### config.mk
export PLATFORM = sky130hd
export DESIGN_NAME = us_scan_scheduler
export DESIGN_NICKNAME = d
export VERILOG_FILES = /design/src/rtl/us_pkg.sv /design/src/rtl/us_tick_gen.sv /design/src/rtl/us_scan_scheduler.sv
export SDC_FILE = /design/constraint.sdc
export NUM_CORES = 1
export LEC_CHECK = 0
export CAP_MARGIN = 5
export CORE_ASPECT_RATIO = 1.75
export CORE_MARGIN = 10
export CORE_UTILIZATION = 30
export DETAILED_ROUTE_END_ITERATION = 10
export GPL_TIMING_DRIVEN = 0
export PLACE_DENSITY_LB_ADDON = 0.08
export SLEW_MARGIN = 20
export SYNTH_ARGS = -nofsm -noshare
export SYNTH_HDL_FRONTEND = slang
export SYNTH_SLANG_ARGS = --single-unit
### constraint.sdc
create_clock -name clk -period 3 [get_ports clk]
set_input_delay 0.6 -clock clk [delete_from_list [all_inputs] [get_ports clk]]
set_output_delay 0.6 -clock clk [all_outputs]
set_load 0.01 [all_outputs]
### src/rtl/us_pkg.sv
// Shared state encoding, widths and channel-selection helper for the
// ultrasonic scan scheduler.
package us_pkg;

  localparam int US_W = 16;
  localparam int ID_W = 3;

  typedef logic [2:0] us_state_t;

  localparam us_state_t IDLE      = 3'd0;
  localparam us_state_t TRIG      = 3'd1;
  localparam us_state_t WAIT_RISE = 3'd2;
  localparam us_state_t MEASURE   = 3'd3;
  localparam us_state_t GUARD     = 3'd4;

  // First set bit of mask at or after start, wrapping within n channels.
  function automatic logic [ID_W-1:0] next_set(input logic [7:0]      mask,
                                               input logic [ID_W-1:0] start,
                                               input int              n);
    logic [ID_W-1:0] found;
    logic            hit;
    int              idx;
    found = start;
    hit   = 1'b0;
    for (int i = 0; i < 8; i++) begin
      idx = int'(start) + i;
      if (idx >= n) idx = idx - n;
      if (i < n && !hit && mask[idx[2:0]]) begin
        hit   = 1'b1;
        found = idx[ID_W-1:0];
      end
    end
    return found;
  endfunction

endpackage

### src/rtl/us_tick_gen.sv
// Microsecond prescaler: one-cycle tick every CLK_PER_US clocks, restarted
// by clr so every scheduler state begins on a fresh microsecond boundary.
module us_tick_gen #(
  parameter int CLK_PER_US = 50
) (
  input  logic clk,
  input  logic rst_n,
  input  logic clr,
  output logic tick
);

  localparam int            CW   = (CLK_PER_US > 1) ? $clog2(CLK_PER_US) : 1;
  localparam logic [CW-1:0] LAST = CW'(CLK_PER_US - 1);

  logic [CW-1:0] r_cnt;

  always_ff @(posedge clk or negedge rst_n) begin
    if (!rst_n) begin
      r_cnt <= '0;
    end else if (clr || r_cnt == LAST) begin
      r_cnt <= '0;
    end else begin
      r_cnt <= r_cnt + 1'b1;
    end
  end

  assign tick = (r_cnt == LAST);

endmodule

### src/rtl/us_scan_scheduler.sv
// Round-robin trigger/echo scheduler for HC-SR04-class sensors sharing one
// acoustic slot; publishes one width/timeout record per measurement.
module us_scan_scheduler
  import us_pkg::*;
#(
  parameter int NUM_SENSORS = 4,
  parameter int CLK_PER_US  = 50,
  parameter int TRIG_US     = 10,
  parameter int RISE_TO_US  = 30000,
  parameter int MAX_ECHO_US = 25000,
  parameter int GUARD_US    = 60000
) (
  input  logic                   clk,
  input  logic                   rst_n,
  input  logic                   Enable,
  input  logic [NUM_SENSORS-1:0] sensor_mask,
  input  logic [NUM_SENSORS-1:0] Echo,
  output logic [NUM_SENSORS-1:0] Trigger,
  output logic                   busy,
  output logic                   meas_valid,
  output logic [ID_W-1:0]        meas_id,
  output logic [US_W-1:0]        meas_us,
  output logic                   meas_timeout
);

  // Exits fire on the tick that would carry the counter onto the limit,
  // so each state lasts exactly limit * CLK_PER_US cycles.
  localparam logic [US_W-1:0] C_TRIG_LAST  = US_W'(TRIG_US - 1);
  localparam logic [US_W-1:0] C_RISE_LAST  = US_W'(RISE_TO_US - 1);
  localparam logic [US_W-1:0] C_MAX_LAST   = US_W'(MAX_ECHO_US - 1);
  localparam logic [US_W-1:0] C_MAX        = US_W'(MAX_ECHO_US);
  localparam logic [US_W-1:0] C_GUARD_LAST = US_W'(GUARD_US - 1);
  localparam logic [ID_W-1:0] C_LAST_ID    = ID_W'(NUM_SENSORS - 1);

  logic [NUM_SENSORS-1:0] r_echo_m, r_echo_s, r_echo_d, r_trigger, w_trig_next;
  us_state_t              r_state, w_next;
  logic [ID_W-1:0]        r_sel, w_next_sel, r_ptr, w_next_ptr, w_sel_inc;
  logic [US_W-1:0]        r_us, w_emit_us;
  logic [7:0]             w_mask8;
  logic                   w_tick, w_chg, w_emit, w_emit_to;
  logic                   w_es, w_ed, w_rise, w_fall, w_any;
  logic                   r_meas_valid, r_meas_timeout;
  logic [ID_W-1:0]        r_meas_id;
  logic [US_W-1:0]        r_meas_us;

  us_tick_gen #(.CLK_PER_US(CLK_PER_US)) u_tick (
    .clk  (clk),
    .rst_n(rst_n),
    .clr  (w_chg),
    .tick (w_tick)
  );

  always_comb begin
    w_mask8 = '0;
    w_mask8[NUM_SENSORS-1:0] = sensor_mask;
  end

  always_comb begin
    w_es = 1'b0;
    w_ed = 1'b0;
    for (int i = 0; i < NUM_SENSORS; i++) begin
      if (r_sel == ID_W'(i)) begin
        w_es = r_echo_s[i];
        w_ed = r_echo_d[i];
      end
    end
  end

  assign w_rise    = w_es & ~w_ed;
  assign w_fall    = ~w_es & w_ed;
  assign w_any     = |sensor_mask;
  assign w_sel_inc = (r_sel == C_LAST_ID) ? '0 : r_sel + 1'b1;

  always_comb begin
    w_next     = r_state;
    w_next_sel = r_sel;
    w_next_ptr = r_ptr;
    w_emit     = 1'b0;
    w_emit_us  = '0;
    w_emit_to  = 1'b0;
    case (r_state)
      IDLE: begin
        if (Enable && w_any) begin
          w_next     = TRIG;
          w_next_sel = next_set(w_mask8, r_ptr, NUM_SENSORS);
        end
      end
      TRIG: begin
        if (w_tick && r_us >= C_TRIG_LAST) w_next = WAIT_RISE;
      end
      WAIT_RISE: begin
        if (w_rise) begin
          w_next = MEASURE;
        end else if (w_tick && r_us >= C_RISE_LAST) begin
          w_next    = GUARD;
          w_emit    = 1'b1;
          w_emit_to = 1'b1;
        end
      end
      MEASURE: begin
        if (w_fall) begin
          w_next    = GUARD;
          w_emit    = 1'b1;
          w_emit_us = r_us;
        end else if (w_tick && r_us >= C_MAX_LAST) begin
          w_next    = GUARD;
          w_emit    = 1'b1;
          w_emit_us = C_MAX;
          w_emit_to = 1'b1;
        end
      end
      GUARD: begin
        if (w_tick && r_us >= C_GUARD_LAST) begin
          w_next_ptr = w_sel_inc;
          if (Enable && w_any) begin
            w_next     = TRIG;
            w_next_sel = next_set(w_mask8, w_sel_inc, NUM_SENSORS);
          end else begin
            w_next = IDLE;
          end
        end
      end
      default: w_next = IDLE;
    endcase
  end

  assign w_chg = (w_next != r_state);

  // Trigger is registered from the next state so it never glitches on a sel change.
  always_comb begin
    w_trig_next = '0;
    for (int i = 0; i < NUM_SENSORS; i++) begin
      w_trig_next[i] = (w_next == TRIG) && (w_next_sel == ID_W'(i));
    end
  end

  always_ff @(posedge clk or negedge rst_n) begin
    if (!rst_n) begin
      r_echo_m       <= '0;
      r_echo_s       <= '0;
      r_echo_d       <= '0;
      r_state        <= IDLE;
      r_sel          <= '0;
      r_ptr          <= '0;
      r_us           <= '0;
      r_trigger      <= '0;
      r_meas_valid   <= 1'b0;
      r_meas_id      <= '0;
      r_meas_us      <= '0;
      r_meas_timeout <= 1'b0;
    end else begin
      r_echo_m     <= Echo;
      r_echo_s     <= r_echo_m;
      r_echo_d     <= r_echo_s;
      r_state      <= w_next;
      r_sel        <= w_next_sel;
      r_ptr        <= w_next_ptr;
      r_trigger    <= w_trig_next;
      r_meas_valid <= w_emit;
      if (w_chg) begin
        r_us <= '0;
      end else if (w_tick && r_us != '1) begin
        r_us <= r_us + 1'b1;
      end
      if (w_emit) begin
        r_meas_id      <= r_sel;
        r_meas_us      <= w_emit_us;
        r_meas_timeout <= w_emit_to;
      end
    end
  end

  assign Trigger      = r_trigger;
  assign busy         = (r_state != IDLE);
  assign meas_valid   = r_meas_valid;
  assign meas_id      = r_meas_id;
  assign meas_us      = r_meas_us;
  assign meas_timeout = r_meas_timeout;

endmodule

Yosys cells after proc, flatten, opt, wreduce, memory -nomap -nowiden

Index checks and enable logic that the tools add are counted.

Output and inout bits: 26
Logic and storage cells: 206
Register bits: 68
Bits of input ports: 11

Bitwise gates (word level): 4
Magnitude comparators: 20
$add $sub $neg: 17
Equal/unequal tests: 14
Muxes and demuxes: 108
Reduce and logical (&&, ||, !) cells: 30

Operators with widths:

| cell                                                       | number |
|---|---|
| two-way mux 3 bit                                          | 47 |
| two-way mux 16 bit                                         | 4 |
| two-way mux 1 bit                                          | 43 |
| >= comparator 16 x 15 -> 1 bit, second input constant      | 2 |
| less-than comparator 3 x 4 -> 1 bit, second input constant | 8 |
| binary-select mux 1 bit (select 3 bit)                     | 8 |
| >= comparator 4 x 3 -> 1 bit, second input constant        | 6 |
| subtractor 3 bit, second input constant                    | 8 |
| == test 3 x 2 -> 1 bit, second input constant              | 6 |
| adder 16 x 1 -> 16 bit, second input constant              | 1 |
| adder 3 x 2 -> 4 bit, second input constant                | 4 |
| >= comparator 16 bit, second input constant                | 1 |
| >= comparator 16 x 4 -> 1 bit, second input constant       | 1 |
| logical AND 1 bit                                          | 16 |
| != test 16 bit, second input constant                      | 1 |
| two-way mux 15 bit                                         | 1 |
| one-hot mux 3 bit (5 select lines)                         | 1 |
| == test 3 x 1 -> 1 bit, second input constant              | 4 |
| zero test 3 bit                                            | 3 |
| adder 3 x 1 -> 4 bit, second input constant                | 2 |
| adder 6 x 1 -> 6 bit, second input constant                | 1 |
| == test 6 bit, second input constant                       | 1 |
| >= comparator 3 bit, second input constant                 | 2 |
| zero test 1 bit                                            | 6 |
| 13 further kinds                                           | 16 |

Logic depth before layout (Yosys ltp)

Depth in word-level cells: 33
Gate-level depth with buffers: 13

Modules after synthesis

From an unflattened synthesis, not the netlist that was laid out.

Cell total of the unflattened synthesis: 398
Area, all modules: 3890.0 µm²

By module, submodules not included:

| module            | area an instance (µm²) | cells each | instances | seq. area each (µm²) |
|---|---|---|---|---|
| us_scan_scheduler | 3608.5                 | 372        | 1         | 1551.5 |
| us_tick_gen       | 281.5                  | 26         | 1         | 150.1 |

Least setup slack after synthesis

No wires, ideal clock.

Path type: reg-to-reg
Start: reg r_sel[0]
End: reg r_meas_id[2], in the netlist meas_id[2]
Arrival: 2968 ps
Cell stages (with the launch flop): 12
Data required time: 2875 ps
Path slack: -92 ps
Buffers on the path: 2
Clock period less this slack: 3092 ps
Cells stage by stage: dfrtp_1 -> buf_2 -> inv_1 -> ha_1 -> nor2b_1 -> a2111oi_1 -> a211o_1 -> a21bo_2 -> nand2_1 -> and2_0 -> buf_2 -> mux2_2

Cells in the longest elaborated chain, start to end: 9
Elaborated cells on any way between the ends: 19

Ends and longest elaborated chain:

| element                                | RTL line                                          | text |
|---|---|---|
| from (decl)                            | us_scan_scheduler.sv:37                           | `logic [ID_W-1:0] r_sel, w_next_sel, r_ptr, w_next_ptr, w_sel_inc;` |
| from (signal assigned)                 | us_scan_scheduler.sv:156                          | `r_sel <= w_next_sel;` |
| zero test 3 bit                        | us_scan_scheduler.sv:62                           | `if (r_sel == ID_W'(i)) begin` |
| two-way mux 1 bit (4 in series)        | us_scan_scheduler.sv:62                           |  |
| NOT 1 bit (on tied branches)           | us_scan_scheduler.sv:70, us_scan_scheduler.sv:69  |  |
| bitwise AND 1 bit (on tied branches)   | us_scan_scheduler.sv:70, us_scan_scheduler.sv:69  |  |
| two-way mux 1 bit (on tied branches)   | us_scan_scheduler.sv:101, us_scan_scheduler.sv:92 |  |
| one-hot mux 1 bit (2 select lines) (*) | us_scan_scheduler.sv:81                           | `case (r_state)` |
| to (signal assigned)                   | us_scan_scheduler.sv:166                          | `r_meas_id <= r_sel;` |
| to (decl)                              | us_scan_scheduler.sv:43                           | `logic [ID_W-1:0] r_meas_id;` |

Every way passes the cells marked *; elsewhere a longest branch is shown, timed or not.
A chain may end at the register's enable or synchronous reset.

Worst setup path after layout

Start: reg r_sel[0]
End: reg r_meas_us[12], in the netlist meas_us[12]

Cells in the longest elaborated chain, start to end: 9
Elaborated cells on any way between the ends: 21

Ends and longest elaborated chain:

| element                                                                  | RTL line                                         | text |
|---|---|---|
| zero test 3 bit                                                          | us_scan_scheduler.sv:62                          |  |
| two-way mux 1 bit (4 in series)                                          | us_scan_scheduler.sv:62                          |  |
| NOT 1 bit (on tied branches)                                             | us_scan_scheduler.sv:70, us_scan_scheduler.sv:69 |  |
| bitwise AND 1 bit (on tied branches)                                     | us_scan_scheduler.sv:70, us_scan_scheduler.sv:69 |  |
| two-way mux 1 bit (tied with other cells)                                | us_scan_scheduler.sv:101                         | `if (w_fall) begin` |
| one-hot mux 1 bit (2 select lines) or two-way mux 16 bit (tied branches) | us_scan_scheduler.sv:81                          |  |
| to (signal assigned)                                                     | us_scan_scheduler.sv:167                         | `r_meas_us <= w_emit_us;` |
| to (decl)                                                                | us_scan_scheduler.sv:44                          | `logic [US_W-1:0] r_meas_us;` |

Several ways; a longest one is shown, not always the timed one.

==> metrics.md <==
| Metric | Value |
|---|---|
| Period utilization | 97.2% |
| Final Hold Viols | 0 |
| Final-layout fill cell count | 1329 |
| Placeable Area | 12900 um2 |
| CP arrival | about 3.1 ns |
| Synth-to-Final Area Change | 30.6% |
| Slowest CP cell | a2111o_1 |
| Top FF cell, synth | dfrtp_1 |
| # rows | 55 |
| Share of layout cells above drive strength 1 | approximately 19% |
| Routed len/inst | 17.6 um |
| Clk_skew | 0.00722 ns |
| Place WS | -0.631 ns |
| Worst path required time | 3.22 ns |
| Placed inst area | around 4500 um2 |
| Multi-input logic area | 2190 um2 |
| Root Buffer | clkbuf_16 |
| Commonest non-fill, non-tap cell in the layout | dfrtp_1 |
| Leakage | 2.12 nW |
| Status | completed |
| Initial core utilization | a little under a third |
| Final core occ | 39.8% |
| Global-route wire length before repair | 18400 um |
| Final layout net count | 495 |
| Synth Cell Area | 3920 um2 |
| Detail Route Antenna Nets | 0 |
| Routed wire length | 11400 um |
| CP Launch Type | register |
| Vias post-DR | 3375 |
| Worst vdd ir | around 0.26 mV |
| Sequential fraction of the synthesis area | 43.5% |
| Worst path cell trace | buf_6 -> ha_4 -> nand3b_1 -> a2111o_1 -> o211a_4 -> a2111oi_4 -> nand2b_1 -> buf_6 -> and2_0 -> buf_6 -> buf_12 -> a22o_1 |
| Pins Over Slew Limit | 0 |
| M1 GR Usage | 13.1% |
| Die span in y | 171 um |
| Die W | around 110 um |
| Drc violations | 0 |
| Avg Inst Size Synth | 9.60 um2 |
| Finished Cell Area | 5120 um2 |
| Clock-pin slew on the worst setup and hold paths | 0.06 ns |
| Global Route Usage Sum | 13.0% |
| Final worst slack | 0.0827 ns |
| Unrepaired setup endpoints after global routing | yes |
| Busiest grt layer | met2 |
| FF+latch count, synth | 68 |
| CTS tree | built |
| DR pass1 iterations | 4 |
| Achievable clock frequency | 343 MHz |
| # diodes | 0 |
| CTS Buf Count | 9 |
| Number of buffers added on ports | 36 |
| Slowest cell delay on critical path | 0.50 ns |
| H-tree levels | 3 |
| Min-delay worst type | in -> async |
| Gr ovfl total | 0 |
| Post-route insts no fill | 648 |
| Initial antenna violation count | 0 |
| Met3 Use GR | 2.94% |
| Num Clock Sinks | 68 |
| Commonest cells after routing, fill and taps aside | dfrtp_1, nor2_1, clkdlybuf4s50_1 |
| Slew margin rel. | 41.4% |
| Max Cap Viol | 0 |
| Fraction of registers with async set or reset after synthesis | 100% |
| DPL Wire Length | 8560 um |
| 1st-iter DRT viols | 194 |
| Full die area | 18200 um2 |
| Slew @ Worst Pin | 0.869 ns |
| Crit Path Category | reg -> reg |
| Max FO, Critical Path | 10 |
| Ports | 37 |
| Cells after synthesis | 408 |
| Vias/cell | 5.21 |
| Met2 Use GR | approximately 24% |
| EDFF count, synth | 0 |
| Clock Path Buffers | 2 |
| Final setup fails | 0 |
| CP top delay family | compound AO/OA/AOI/OAI gates |
| Cell variety after synth | 70 |
| Vias in the first global route | 3447 |
| Most used cell, CP | buf_6 |
| Clock Latency Late Sink | 0.34 ns |
| RePlAce Congestion | around 0.86 |
| Pwr Density | 392 nW/um2 |
| DP Cell Count | 616 |
| Crit. End Element | register |
| Buf/Inv on CP | 4 |
| Tmin final | between 2 and 3 ns |
| CTS Hold Buffers Added | 0 |
| Final Power | 2.01 mW |
| Register area | 1710 um2 |
| Post-synth net total | 431 |
| Yosys Warn Count | 0 |
| Largest net degree at the start of global routing | 40 |
==> per-layer routing <==
metal	routed length, um	up-vias
li1	-	1625
met1	4270	1668
met2	6400	62
met3	341	20
met4	406	0
met5	0	-
==> per-stage QoR <==
stage | TNS (ns) | hold slack (ns)
after global routing | -0.125 | 0.218
after detailed placement | -21.50 | 0.341
final | 0 | 0.201
after floorplan | 0 | 0.304
after global placement | -94.33 | 0.333
after CTS | 0 | 0.213
==> cell type report <==
| cell class | count | area share (%) |
|---|---|---|
| timing repair buffer | 53 | 9.81 |
| buffer | 27 | 3.23 |
| multi-input combinational | 297 | 42.7 |
| sequential | 68 | 33.3 |
| clock inverter | 6 | 0.783 |
| tap | 171 | 4.18 |
| clock buffer | 10 | 4.67 |
| inverter | 16 | 1.25 |
==> registers in the layout, indices dropped and copies added (netlist names) <==
signal and cells:
Trigger 4, meas_id 3, meas_timeout 1, meas_us 16, meas_valid 1, r_echo_d 4
r_echo_m 4, r_echo_s 4, r_ptr 3, r_sel 3, r_state 3, r_us 16
u_tick.r_cnt 6
==> synth_stat cells, drive strengths merged (3+ instances only) <==
cell / number / area, um2
a211o: 4 / 35.0
a211oi: 4 / 30.0
a21oi: 24 / 120
a22o: 10 / 87.6
a22oi: 3 / 22.5
a32oi: 3 / 26.3
and2: 3 / 18.8
and3: 5 / 31.3
buf: 10 / 52.6
clkbuf: 17 / 63.8
dfrtp: 68 / 1700
ha: 12 / 150
inv: 16 / 60.1
mux2: 4 / 45.0
mux2i: 8 / 80.1
mux4: 4 / 90.1
nand2: 31 / 116
nand2b: 5 / 31.3
nand3: 14 / 70.1
nand3b: 3 / 22.5
nand4: 7 / 43.8
nand4b: 3 / 26.3
nor2: 40 / 160
nor2b: 3 / 21.3
nor3: 19 / 95.1
nor4: 3 / 18.8
o211ai: 5 / 37.5
o21ai: 14 / 70.1
or3: 4 / 25.0
xnor2: 12 / 105
xor2: 9 / 78.8
==> cells by family (layout without fill, tap and decap cells) <==
group | count (synthesis) | after routing | synth area share, %
mux | 16 | 16 | 5.50
compound gates | 99 | 99 | 18.6
buf+inv | 43 | 112 | 4.50
xor+xnor | 21 | 21 | 4.70
flops | 68 | 68 | 43.5
fa+ha+maj | 12 | 12 | 3.83
simple gates | 149 | 149 | 19.4
==> worst paths after layout <==
kind | startpoint | end | slack [ns] | cells after the start
worst max-delay path | r_sel[0] | meas_us[12] | 0.08 | 12
worst min-delay path | rst_n | meas_us[10] | 0.20 | 1
worst max register to register | r_sel[0] | meas_us[12] | 0.08 | 12
worst min register to register | r_echo_m[2] | r_echo_s[2] | 0.35 | 0
max in group asynchronous | rst_n | r_sel[0] | 2.22 | 2
min in group clk | r_echo_m[2] | r_echo_s[2] | 0.35 | 0
==> power by group <==
group / total (mW) / internal (mW) / switching [mW] / leakage [nW]
Clock: 0.977 / 0.577 / 0.400 / 0.127
Sequential: 0.930 / 0.926 / 0.00402 / 0.894
Combinational: 0.0994 / 0.0435 / 0.0559 / 1.10
==> repair_timing <==
action | 4_1_cts | 5_1_grt
setup endpoints to repair | 43 | 32
setup buffers | 7 | 9
pin swaps | 6 | 5
gates cloned | 0 | 0
hold endpoints to repair | 0 | 0
resized for setup | 27 | 30
No activity file was read; power rests on OpenSTA's default activity.
